--- config.mk ---
export PLATFORM = sky130hd
export DESIGN_NAME = y_buf_wb_ctrl
export DESIGN_NICKNAME = d
export VERILOG_FILES = /design/src/rtl/mlp_pkg.sv /design/src/rtl/argmax_tracker.sv /design/src/rtl/y_buf_wb_ctrl.sv
export SDC_FILE = /design/constraint.sdc
export NUM_CORES = 1
export LEC_CHECK = 0
export CORE_ASPECT_RATIO = 1.1
export CORE_UTILIZATION = 42
export DETAILED_ROUTE_END_ITERATION = 10
export GPL_TIMING_DRIVEN = 0
export HOLD_SLACK_MARGIN = 0.08
export PLACE_DENSITY = 0.91
export SETUP_SLACK_MARGIN = 0.05
export SYNTH_ARGS = -nofsm -noshare
export SYNTH_HDL_FRONTEND = slang
export SYNTH_HIERARCHICAL = 1
export SYNTH_SLANG_ARGS = --single-unit
--- constraint.sdc ---
create_clock -name clk_i -period 1.9 [get_ports clk_i]
set_input_delay 0.38 -clock clk_i [delete_from_list [all_inputs] [get_ports clk_i]]
set_output_delay 0.38 -clock clk_i [all_outputs]
set_load 0.05 [all_outputs]
--- src/rtl/mlp_pkg.sv ---
// Shared constants and types for the MLP output write-back path.
package mlp_pkg;
  localparam int NUM_CLASS_DEF  = 10;
  localparam int IN_IMG_NUM_DEF = 10;
  localparam int DATA_W_DEF     = 32;
  localparam int Y_ADDR_STRIDE  = 4;
  localparam int Y_ADDR_SHIFT   = $clog2(Y_ADDR_STRIDE);

  typedef enum logic [1:0] {WB_IDLE, WB_RUN, WB_DONE} wb_state_t;

  typedef logic signed [DATA_W_DEF-1:0] score_t;
endpackage

--- src/rtl/argmax_tracker.sv ---
// Per-image signed argmax of a score stream; ties keep the lowest index.
// Only present in builds with WB_ARGMAX_EN defined.
`ifdef WB_ARGMAX_EN
module argmax_tracker
  import mlp_pkg::*;
#(
  parameter int DATA_W    = DATA_W_DEF,
  parameter int NUM_CLASS = NUM_CLASS_DEF,
  parameter int IDX_W     = $clog2(NUM_CLASS)
) (
  input  logic                     clk_i,
  input  logic                     rst_i,
  input  logic                     clr_i,
  input  logic signed [DATA_W-1:0] score_i,
  input  logic                     valid_i,
  input  logic                     first_i,
  input  logic                     last_i,
  output logic [IDX_W-1:0]         index_o,
  output logic                     valid_o
);
  logic signed [DATA_W-1:0] best_reg, best_next;
  logic [IDX_W-1:0]         best_idx_reg, best_idx_next;
  logic [IDX_W-1:0]         pos_reg, pos_next;
  logic [IDX_W-1:0]         index_reg;
  logic                     valid_reg;
  logic                     take;

  always_comb begin
    pos_next      = first_i ? '0 : pos_reg + IDX_W'(1);
    // strict greater-than so an equal later score never displaces the earlier one
    take          = first_i || (score_i > best_reg);
    best_next     = take ? score_i : best_reg;
    best_idx_next = take ? pos_next : best_idx_reg;
  end

  always_ff @(posedge clk_i) begin
    if (rst_i || clr_i) begin
      best_reg     <= '0;
      best_idx_reg <= '0;
      pos_reg      <= '0;
      index_reg    <= '0;
      valid_reg    <= 1'b0;
    end else begin
      valid_reg <= valid_i && last_i;
      if (valid_i) begin
        best_reg     <= best_next;
        best_idx_reg <= best_idx_next;
        pos_reg      <= pos_next;
        if (last_i) index_reg <= best_idx_next;
      end
    end
  end

  assign index_o = index_reg;
  assign valid_o = valid_reg;
endmodule
`endif

--- src/rtl/y_buf_wb_ctrl.sv ---
// Write-back scheduler: score stream -> y_buf writes, class/image counting, done signalling.
// Optional argmax prediction outputs are built when WB_ARGMAX_EN is defined.
module y_buf_wb_ctrl
  import mlp_pkg::*;
#(
  parameter int IN_IMG_NUM = IN_IMG_NUM_DEF,
  parameter int NUM_CLASS  = NUM_CLASS_DEF,
  parameter int DATA_W     = DATA_W_DEF,
  parameter int ADDR_W     = 32
) (
  input  logic                             clk_i,
  input  logic                             rst_i,
  input  logic                             start_i,
  input  logic                             res_valid_i,
  output logic                             res_ready_o,
  input  logic [DATA_W-1:0]                res_data_i,
  input  logic                             res_last_i,
  output logic                             y_buf_en,
  output logic                             y_buf_wr_en,
  output logic [ADDR_W-1:0]                y_buf_addr,
  output logic [DATA_W-1:0]                y_buf_data,
  output logic                             busy_o,
  output logic [$clog2(IN_IMG_NUM+1)-1:0]  img_cnt_o,
  output logic                             err_o,
  output logic                             done_intr_o,
  output logic                             done_led_o
`ifdef WB_ARGMAX_EN
  ,
  output logic [$clog2(NUM_CLASS)-1:0]     pred_o,
  output logic                             pred_valid_o
`endif
);
  localparam int TOTAL  = IN_IMG_NUM * NUM_CLASS;
  localparam int WIDX_W = $clog2(TOTAL);
  localparam int CLS_W  = $clog2(NUM_CLASS);
  localparam int IMG_W  = $clog2(IN_IMG_NUM + 1);

  wb_state_t         state_reg;
  logic [WIDX_W-1:0] word_idx_reg;
  logic [CLS_W-1:0]  class_cnt_reg;
  logic [IMG_W-1:0]  img_cnt_reg;
  logic              err_reg;
  logic              wr_pending_reg;
  logic [ADDR_W-1:0] addr_reg;
  logic [DATA_W-1:0] data_reg;
  logic              final_pend_reg;
  logic              done_intr_reg;
  logic              done_led_reg;

  logic hs, class_end, img_end, last_word, start_accept;

  assign res_ready_o  = (state_reg == WB_RUN);
  assign hs           = res_valid_i && res_ready_o;
  assign class_end    = (class_cnt_reg == CLS_W'(NUM_CLASS - 1));
  assign img_end      = res_last_i || class_end;
  assign last_word    = (word_idx_reg == WIDX_W'(TOTAL - 1));
  assign start_accept = start_i && (state_reg != WB_RUN);

  always_ff @(posedge clk_i) begin
    if (rst_i) begin
      state_reg      <= WB_IDLE;
      word_idx_reg   <= '0;
      class_cnt_reg  <= '0;
      img_cnt_reg    <= '0;
      err_reg        <= 1'b0;
      wr_pending_reg <= 1'b0;
      addr_reg       <= '0;
      data_reg       <= '0;
      final_pend_reg <= 1'b0;
      done_intr_reg  <= 1'b0;
      done_led_reg   <= 1'b0;
    end else begin
      wr_pending_reg <= hs;
      // done fires one cycle after the final write strobe
      final_pend_reg <= hs && last_word;
      done_intr_reg  <= final_pend_reg;
      if (final_pend_reg) done_led_reg <= 1'b1;
      if (hs) begin
        addr_reg <= ADDR_W'(word_idx_reg) << Y_ADDR_SHIFT;
        data_reg <= res_data_i;
      end
      case (state_reg)
        WB_IDLE, WB_DONE: begin
          if (start_i) begin
            state_reg     <= WB_RUN;
            word_idx_reg  <= '0;
            class_cnt_reg <= '0;
            img_cnt_reg   <= '0;
            err_reg       <= 1'b0;
            done_led_reg  <= 1'b0;
          end
        end
        WB_RUN: begin
          if (hs) begin
            if (res_last_i != class_end) err_reg <= 1'b1;
            class_cnt_reg <= img_end ? '0 : class_cnt_reg + CLS_W'(1);
            if (img_end && img_cnt_reg != IMG_W'(IN_IMG_NUM))
              img_cnt_reg <= img_cnt_reg + IMG_W'(1);
            if (last_word) begin
              state_reg    <= WB_DONE;
              word_idx_reg <= '0;
            end else begin
              word_idx_reg <= word_idx_reg + WIDX_W'(1);
            end
          end
        end
        default: state_reg <= WB_IDLE;
      endcase
    end
  end

  assign y_buf_en    = wr_pending_reg;
  assign y_buf_wr_en = wr_pending_reg;
  assign y_buf_addr  = addr_reg;
  assign y_buf_data  = data_reg;
  assign busy_o      = (state_reg == WB_RUN) || wr_pending_reg;
  assign img_cnt_o   = img_cnt_reg;
  assign err_o       = err_reg;
  assign done_intr_o = done_intr_reg;
  assign done_led_o  = done_led_reg;

`ifdef WB_ARGMAX_EN
  argmax_tracker #(
    .DATA_W    (DATA_W),
    .NUM_CLASS (NUM_CLASS)
  ) u_argmax (
    .clk_i   (clk_i),
    .rst_i   (rst_i),
    .clr_i   (start_accept),
    .score_i (res_data_i),
    .valid_i (hs),
    .first_i (class_cnt_reg == '0),
    .last_i  (img_end),
    .index_o (pred_o),
    .valid_o (pred_valid_o)
  );
`else
  logic unused_start_accept;
  assign unused_start_accept = start_accept;
`endif
endmodule

Word level (Yosys, flattened, before mapping)
Cells that the tools add are included.

storage, ports and cells
  register bits after elaboration = 61
  input port bits = 37
  output and inout port bits = 75
  logic and storage cells = 59

cells by class
  add/sub/neg operators = 3
  equal/unequal tests = 11
  mux-type cells = 22
  reduce and logical (&&, ||, !) cells = 12

operators with widths
  kind                                                                    count
  7-bit two-way mux                                                       3
  4-bit two-way mux                                                       5
  4-bit one-hot mux with 2 select lines                                   2
  7-bit one-hot mux with 2 select lines                                   1
  4-bit by 1-bit adder with 4-bit output (second input constant)          2
  2-bit by 1-bit != test with 1-bit output (second input constant)        4
  4-bit AND reduction                                                     2
  7-bit by 1-bit adder with 7-bit output (second input constant)          1
  7-bit equality test (second input constant)                             1
  1-bit two-way mux                                                       6
  2-bit two-way mux                                                       3
  3-bit AND reduction                                                     2
  4-bit equality test (second input constant)                             1
  4-bit != test (second input constant)                                   1
  2-bit one-hot mux with 2 select lines                                   1
  1-bit logical AND                                                       3
  2-bit by 1-bit equality test with 1-bit output (second input constant)  1
  2-bit equality test (second input constant)                             1
  2-bit logical NOT                                                       1
  1-bit logical OR                                                        2
  2-bit != test (second input constant)                                   1
  1-bit one-hot mux with 2 select lines                                   1
  2-bit nonzero test                                                      1
  2-bit OR reduction                                                      1
  1-bit != test                                                           1

Logic depth before layout (Yosys ltp)
Gate-level depths: netlist (run 1).

  depth after elaboration = 6
  mapped depth = 7
  depth with buffers taken out = 7

Worst setup path after synthesis (run 1)
OpenSTA, ideal clock, no wires.

  path kind = reg-to-reg
  from = register img_cnt_reg[0], in the netlist img_cnt_o[0]
  to = register img_cnt_reg[0], in the netlist img_cnt_o[0]
  arrival = 1.685 ns
  data required time = 1.772 ns
  setup slack = 0.087 ns
  stages on the path, launching flop included = 7
  buffers on the path = 0
  period minus slack after synthesis = 1.813 ns
  path through = dfxtp_1 inv_1 ha_1 and3b_1 o31ai_4 mux2i_1 nor2_1

on the way
  word-level cells in the longest chain between the ends = 4
  elaborated cells on any way between the ends = 8
  classes of those cells = add/sub (1); eq/ne (2); mux (3); reduce/logical (2)

RTL lines
  item                                                                                  line                                      text
  start, declared                                                                       y_buf_wb_ctrl.sv:41                       logic [IMG_W-1:0] img_cnt_reg;
  start signal, assigned                                                                y_buf_wb_ctrl.sv:98                       img_cnt_reg <= img_cnt_reg + IMG_W'(1);
  4-bit by 1-bit adder with 4-bit output / 4-bit != test (equally long branches)        y_buf_wb_ctrl.sv:98, y_buf_wb_ctrl.sv:97
  4-bit two-way mux / 1-bit logical AND (equally long branches)                         y_buf_wb_ctrl.sv:97                       if (img_end && img_cnt_reg != IMG_W'(IN_IMG_NUM))
  4-bit two-way mux / 2-bit by 1-bit != test with 1-bit output (equally long branches)  -
  4-bit one-hot mux with 2 select lines / 4-bit AND reduction (equally long branches)   -

Parallel ways exist; a longest one is shown, timed or not. The select of a mux whose other input is x is not followed.
A chain may end at the register's enable or synchronous reset.

Final worst setup path (run 1)
  from = register done_intr_reg, in the netlist done_intr_o
  to = output done_intr_o

RTL lines
  item                    line                 text
  start, declared         y_buf_wb_ctrl.sv:47  logic done_intr_reg;
  start signal, assigned  y_buf_wb_ctrl.sv:76  done_intr_reg <= final_pend_reg;
  end, declared           y_buf_wb_ctrl.sv:25  output logic done_intr_o,

No word-level cell between the ends.

==> results of run 1 <==
==> per-layer routing <==
layer / vias up / GRT usage / wire [um]
met5: - / 0 / 0
met4: 0 / 0.08392 / 93
met3: 8 / 0.05761 / 441
met2: 90 / 0.3417 / 2994
met1: 1089 / 0.2124 / 2430
li1: 1218 / - / -
==> what timing repair did <==
| action | in CTS | in global routing |
|---|---|---|
| resized for setup | 57 | 2 |
| setup endpoints to repair | 49 | 1 |
| pin swaps | 0 | 0 |
| hold buffers | 0 | 0 |
| endpoints found under the hold margin | 0 | 0 |
==> area by class of cell <==
class / count / share of cell area
timing repair buffer: 85 / 0.2098
inverter: 4 / 0.004015
clock buffer: 14 / 0.04617
sequential: 61 / 0.3265
tap: 77 / 0.02576
multi-input combinational: 227 / 0.3142
clock inverter: 1 / 0.001338
buffer: 43 / 0.07226
==> stage by stage <==
step | utilization | cells | power, uW | cell area [um2] | hold WS, ps
2_1_floorplan | - | 335 | 1793 | 2679 | 438.8
4_1_cts | 0.6393 | 512 | 2991 | 3735 | 452.4
6_report | 0.6402 | 512 | 2954 | 3740 | 451.3
3_5_place_dp | 0.6207 | 497 | 1983 | 3626 | 447.7
3_3_place_gp | 0.6207 | 497 | 1972 | 3626 | 440.7
5_1_grt | 0.6402 | 512 | 3085 | 3740 | 468.9
==> Yosys cell counts <==
cell       count
o21bai_2       1
nor4b_2        1
nand2b_1       3
clkbuf_2       1
o21ai_0        4
a22oi_1        2
inv_1          3
o2bb2ai_1      1
mux2i_1        2
ha_1           6
and3_1         2
o31ai_4        1
buf_2          5
xnor2_1        2
a31oi_1        2
nand3b_2       1
nor3_1         2
inv_2          1
or3_1          1
or2_2          1
o2111ai_1      4
xor2_1         6
and4_1         1
and3b_1        2
dfxtp_1       61
clkbuf_1      10
buf_4         27
nand3_1        2
nand3b_1       1
conb_1         1
nor2_1        18
nand4_1        2
nand4b_1       2
o21a_1         1
nand2_1       83
a21oi_1       44
a41o_1         1
nor2b_1        3
==> worst register-to-register path, stage by stage (launching register included) <==
cell      delay (ps)
dfxtp_1          400
ha_1             190
nand3b_1          80
ha_1             240
o31ai_4          370
mux2i_1          230
nor2_1            50
==> worst max-delay path by stage <==
| stage | startpoint | endpoint | slack (ps) |
|---|---|---|---|
| global placement | state_reg[0]$_SDFFE_PP0P_ | res_ready_o | -60 |
| CTS | done_intr_o$_SDFF_PP0_ | done_intr_o | 80 |
| finish | done_intr_o$_SDFF_PP0_ | done_intr_o | 100 |
| detailed placement | state_reg[0]$_SDFFE_PP0P_ | res_ready_o | -80 |
| floorplan | img_cnt_o[0]$_SDFFE_PP0P_ | img_cnt_o[0]$_SDFFE_PP0P_ | 90 |
| global route | done_intr_o$_SDFF_PP0_ | done_intr_o | 50 |
==> logic make-up (layout without fill, tap and decap cells) <==
kind of cell    Yosys count  in the layout  share of synthesized area
fa+ha+maj                 6              6                    0.02900
mux                       2              2                   0.007734
flops                    61             61                     0.4717
other cells               1             25                   0.001449
compound gates           61             61                     0.1397
simple gates            125            125                     0.2132
xor+xnor                  8              8                    0.02707
buf+inv                  47            147                     0.1102
==> cells in the final DEF (no fill, tap or decap), types with 12 or more instances in the layout <==
cell type / n
nand2_1: 83
dfxtp_1: 61
dlygate4sd2_1: 47
a21oi_1: 44
clkdlybuf4s50_1: 36
buf_4: 27
conb_1: 25
nor2_1: 18
clkbuf_1: 12
clkbuf_8: 12
==> power by group through the flow <==
stage	Clock [uW]	Combinational, uW	Sequential, uW
floorplan	0	306	1490
CTS	1060	581	1350
finish	1020	581	1350
global placement	0	598	1370
detailed placement	0	606	1380
global route	1110	618	1350
==> summary.md, run 1 <==
| Metric | Value |
|---|---|
| Status | completed |
| Total negative slack | 0 ps |
| Min Tclk post-route | 1800 ps |
| Final ANT Viol Nets | 0 |
| Synth Register Bits | 61 |
| Critical Path End Type | primary output |
| Largest net degree at the start of global routing | 11 |
| Iteration-0 DRC count of the detailed router | 143 |
| Hpwl dp | 4.458 mm |
| Arrival @ worst endpoint | 1420 ps |
| Crit-path max FO | 1 |
| Worst reg-to-reg path cell count | 6 |
| Flip-flop and latch area | 1221 um2 |
| RSZ-0062 raised after global routing | false |
| Warnings, synthesis | 6 |
| Switch Pwr | 869.0 uW |
| Setup violators final | 0 |
| Die Y | 84.34 um |
| Row count | 29 |
| Fin. Hold Viols | 0 |
| Setup WS pre-CTS | -82.61 ps |
| Final net count | 474 |
| Crit path kind | flip-flop to primary output |
| Top-area cell type share of the netlist area | 0.4717 |
| Max reg flops | 32 |
| Antenna fix cells | 0 |
| Grt ovf | 0 |
| CTS Sinks | 61 |
| CTS clock-pin slew for the worst setup and hold paths | 60 ps |
| Hold path depth | 2 |
| Clk_skew | 4.707 ps |
| Fillers | 533 |
| Top post-synthesis cells by area | dfxtp_1, nand2_1, a21oi_1 |
| Combinational cell fraction of total power | 0.197 |
| Core ar. | 5842 um2 |
| Worst setup margin | 99.51 ps |
| Flop2flop setup slack | 210 ps |
| Number of buffers created by CTS | 9 |
| H-tree depth | 3 |
| CTS tree | built |
| First-pass GRT wire length | 9.942 mm |
| CTS max path bufs | 2 |
| Register area share after synthesis | 0.4717 |
| Peak VDD IR | 599.2 uV |
| Max_cap viols | 0 |
| Share of layout cells above drive strength 1 | 0.1264 |
| Mapped Area | 2589 um2 |
| Top Ports | 112 |
| Net Sw Frac | 0.2942 |
| Wire length per cell | 11.64 um |
| TritonRoute pass-1 iters | 5 |
| Crit-path slowest cell | clkdlybuf4s50_1 |
| Worst path buffer plus inverter count | 1 |
| Cell count after synthesis | 311 |
| Cell chain of the critical path | clkdlybuf4s50_1 |
| Achievable frequency | 555.4 MHz |
| Static Leak | 0.001715 uW |
| CP delay by family, top | buffers and inverters |
| Clk pwr share | 0.347 |
| Vias/cell | 4.697 |
| Vias in the first global route | 2272 |
| Die area | 6482 um2 |
| Normalized max-slew margin | 0.6575 |
| Port bufs | 85 |
| Worst-skew pair later-pin latency | 330 ps |
| P per Cell Area | 789.8 nW/um2 |
| Pins Over Slew Limit | 0 |
| CP peak stage delay | 790 ps |
| Area of the multi-input gates | 1175 um2 |
| Yosys top cell by area | dfxtp_1 |
| Crit Reg-Reg Startpoint | class_cnt_reg[0]$_SDFFE_PP0P_ |
| CP Data Required Time | 1520 ps |
| Sequential Power Share | 0.456 |
| Gr usage total | 0.1930 |
| Antenna violations before repair | 0 |
| Startpoint types | flip-flop |
| Post-CTS Setup Repair Bufs | 0 |
| CTS root buffer | clkbuf_8 |
| Tcrit/Tclk final | 0.9476 |
| Die W | 76.86 um |
| GPL Wtd Cong | 0.8738 |
| Reg-to-reg endpoint | img_cnt_o[0]$_SDFFE_PP0P_ |
| Area grow syn2layout | 44.47% |
| End of the worst hold path | y_buf_data[0]$_SDFFE_PP0P_ |
| Slew @ Worst Pin | 515.9 ps |
| Hold_sp | y_buf_data[0]$_SDFFE_PP0P_ |
| Final WL | 5.959 mm |
| Vias | 2405 |
| DRC | 0 |
| Starting density of the core | 0.4431 |
| WP depth | 1 |
| Cell Int Power | 2085 uW |
| Worst Hold Class | flip-flop to flip-flop |
| Distinct cells, synth | 38 |
| Synth Area per Inst | 8.324 um2 |
No activity file was read; power rests on OpenSTA's default activity.
==> inputs of run 2 (changes only) <==
SLEW_MARGIN = 20   (was unset)
==> results of run 2 <==
The final DEF is identical to that of run 1; final timing and power are the same.
==> inputs of run 3 (changes only) <==
CELL_PAD_IN_SITES_DETAIL_PLACEMENT = 1   (was unset)
CELL_PAD_IN_SITES_GLOBAL_PLACEMENT = 2   (was unset)
CORE_UTILIZATION = 23   (was 42)
PLACE_DENSITY = 0.9   (was 0.91)
==> summary.md, run 3 (synthesis results as in run 1) <==
| Metric | Value |
|---|---|
| Core ar. | 10960 um2 |
| WHS | 450.1 ps |
| Vias | 2446 |
| CTS root buffer | clkbuf_16 |
| CTS Sinks | 61 |
| Max reg flops | 32 |
| Starting density of the core | 0.2362 |
| Normalized max-slew margin | 0.6475 |
| Hold_sp | y_buf_data[5]$_SDFFE_PP0P_ |
| Gr usage total | 0.1358 |
| Area grow syn2layout | 53.46% |
| Die Y | 113.3 um |
| Die area | 11680 um2 |
| Critical Path End Type | primary output |
| Crit Reg-Reg Startpoint | img_cnt_o[0]$_SDFFE_PP0P_ |
| Cell Int Power | 2393 uW |
| Combinational cell fraction of total power | 0.176 |
| Worst path buffer plus inverter count | 1 |
| Switch Pwr | 1000 uW |
| Max_cap viols | 0 |
| Die W | 103.2 um |
| CP Launch Point | y_buf_addr[7]$_SDFFE_PP0P_ |
| Iteration-0 DRC count of the detailed router | 63 |
| Cell chain of the critical path | clkdlybuf4s50_1 |
| Arrival @ worst endpoint | 1430 ps |
| Fillers | 1317 |
| Tcrit/Tclk final | 0.9521 |
| Pins Over Slew Limit | 0 |
| Largest net degree at the start of global routing | 11 |
| Layout Utilization | 0.3624 |
| Port bufs | 85 |
| CP delay by family, top | buffers and inverters |
| Number of buffers created by CTS | 9 |
| Vias/cell | 4.196 |
| Grt ovf | 0 |
| Achievable frequency | 552.8 MHz |
| Flip-flop and latch area | 1221 um2 |
| Area of the multi-input gates | 1175 um2 |
| Crit path kind | flip-flop to primary output |
| Crit-path max FO | 2 |
| Crit-path slowest cell | clkdlybuf4s50_1 |
| Worst Hold Class | flip-flop to flip-flop |
| Total negative slack | 0 ps |
| Setup violators final | 0 |
| Sequential Power Share | 0.398 |
| RSZ-0062 raised after global routing | false |
| P per Cell Area | 854.1 nW/um2 |
| H-tree depth | 3 |
| Net Sw Frac | 0.2948 |
| Commonest non-fill, non-tap cell in the layout | nand2_1 |
| Row count | 40 |
| Status | completed |
| Clk pwr share | 0.426 |
| Share of layout cells above drive strength 1 | 0.1284 |
| Final WL | 7.535 mm |
| Final net count | 474 |
| CP peak stage delay | 800 ps |
| Slew @ Worst Pin | 530.8 ps |
| DP Area | 3714 um2 |
| Top Ports | 112 |
| GPL Wtd Cong | 0.7487 |
| DRC | 0 |
| Static Leak | 0.001973 uW |
| Antenna violations before repair | 0 |
| Most frequent cells in the layout | nand2_1, dfxtp_1, a21oi_1 |
| CTS clock-pin slew for the worst setup and hold paths | 50 ps |
| Peak VDD IR | 326.5 uV |
| Hold buffer count at CTS | 0 |
| Placed cells | 567 |
| Hpwl dp | 5.584 mm |
| First-pass GRT wire length | 12.03 mm |
| Wire length per cell | 12.92 um |
| CTS tree | built |
| Post-CTS Setup Repair Bufs | 0 |
| Worst-skew pair later-pin latency | 320 ps |
| Fin. Hold Viols | 0 |
| Antenna fix cells | 0 |
| Clk_skew | 8.777 ps |
| Startpoint types | flip-flop |
| Post-route cell area | 3973 um2 |
| Final ANT Viol Nets | 0 |
| Fin cells | 583 |
| Min Tclk post-route | 1809 ps |
| Vias in the first global route | 2504 |
| CTS max path bufs | 2 |
| Flop2flop setup slack | 220 ps |
| TritonRoute pass-1 iters | 4 |
| CP Data Required Time | 1520 ps |
==> run 3: cell types whose count changed in the layout (fill, tap and decap cells not counted), sizes merged, moves of 3 or more <==
cell,change
dlygate4sd2,-18
dlymetal6s2s,+17
clkbuf,-4
clkinv,+3
==> run 3: cell type report <==
type	count	share of cell area
inverters	4	0.003780
multi-input cells	227	0.2957
well taps	147	0.04630
repair buffers	85	0.2132
flip-flops and latches	61	0.3074
clock buffers	11	0.05858
clock inverters	5	0.006929
plain buffers	43	0.06803
==> run 3: final timing paths <==
check | endpoint | cells after the start
min | y_buf_data[5]$_SDFFE_PP0P_ | 2
max | y_buf_addr[7] | 1
max reg2reg | img_cnt_o[0]$_SDFFE_PP0P_ | 6
min reg2reg | y_buf_data[5]$_SDFFE_PP0P_ | 2
==> run 3: what timing repair did <==
action | in CTS | in global routing
gates resized for setup | 37 | 20
hold endpoints to repair | 0 | 0
pin swaps | 0 | 1
setup endpoints to repair | 31 | 22
==> run 3: metrics by stage <==
stage	setup slack (ps)	total power, uW
finish	90.92	3393
global route	54.79	3542
CTS	45.05	3445
detailed placement	-128.1	1996
global placement	-133.5	1986
floorplan	87.33	1793
==> run 3: power by group through the flow <==
| stage | clock, uW | combinational, uW | sequential, uW |
|---|---|---|---|
| finish | 1450 | 596 | 1350 |
| global route | 1550 | 640 | 1350 |
| CTS | 1490 | 605 | 1350 |
| detailed placement | 0 | 618 | 1380 |
| global placement | 0 | 611 | 1380 |
| floorplan | 0 | 306 | 1490 |
==> run 3: metal layers <==
metal	track usage	routed length, um
met5	0	0
met4	0.06009	128
met3	0.02903	395
met2	0.2382	3790
met1	0.1559	3221
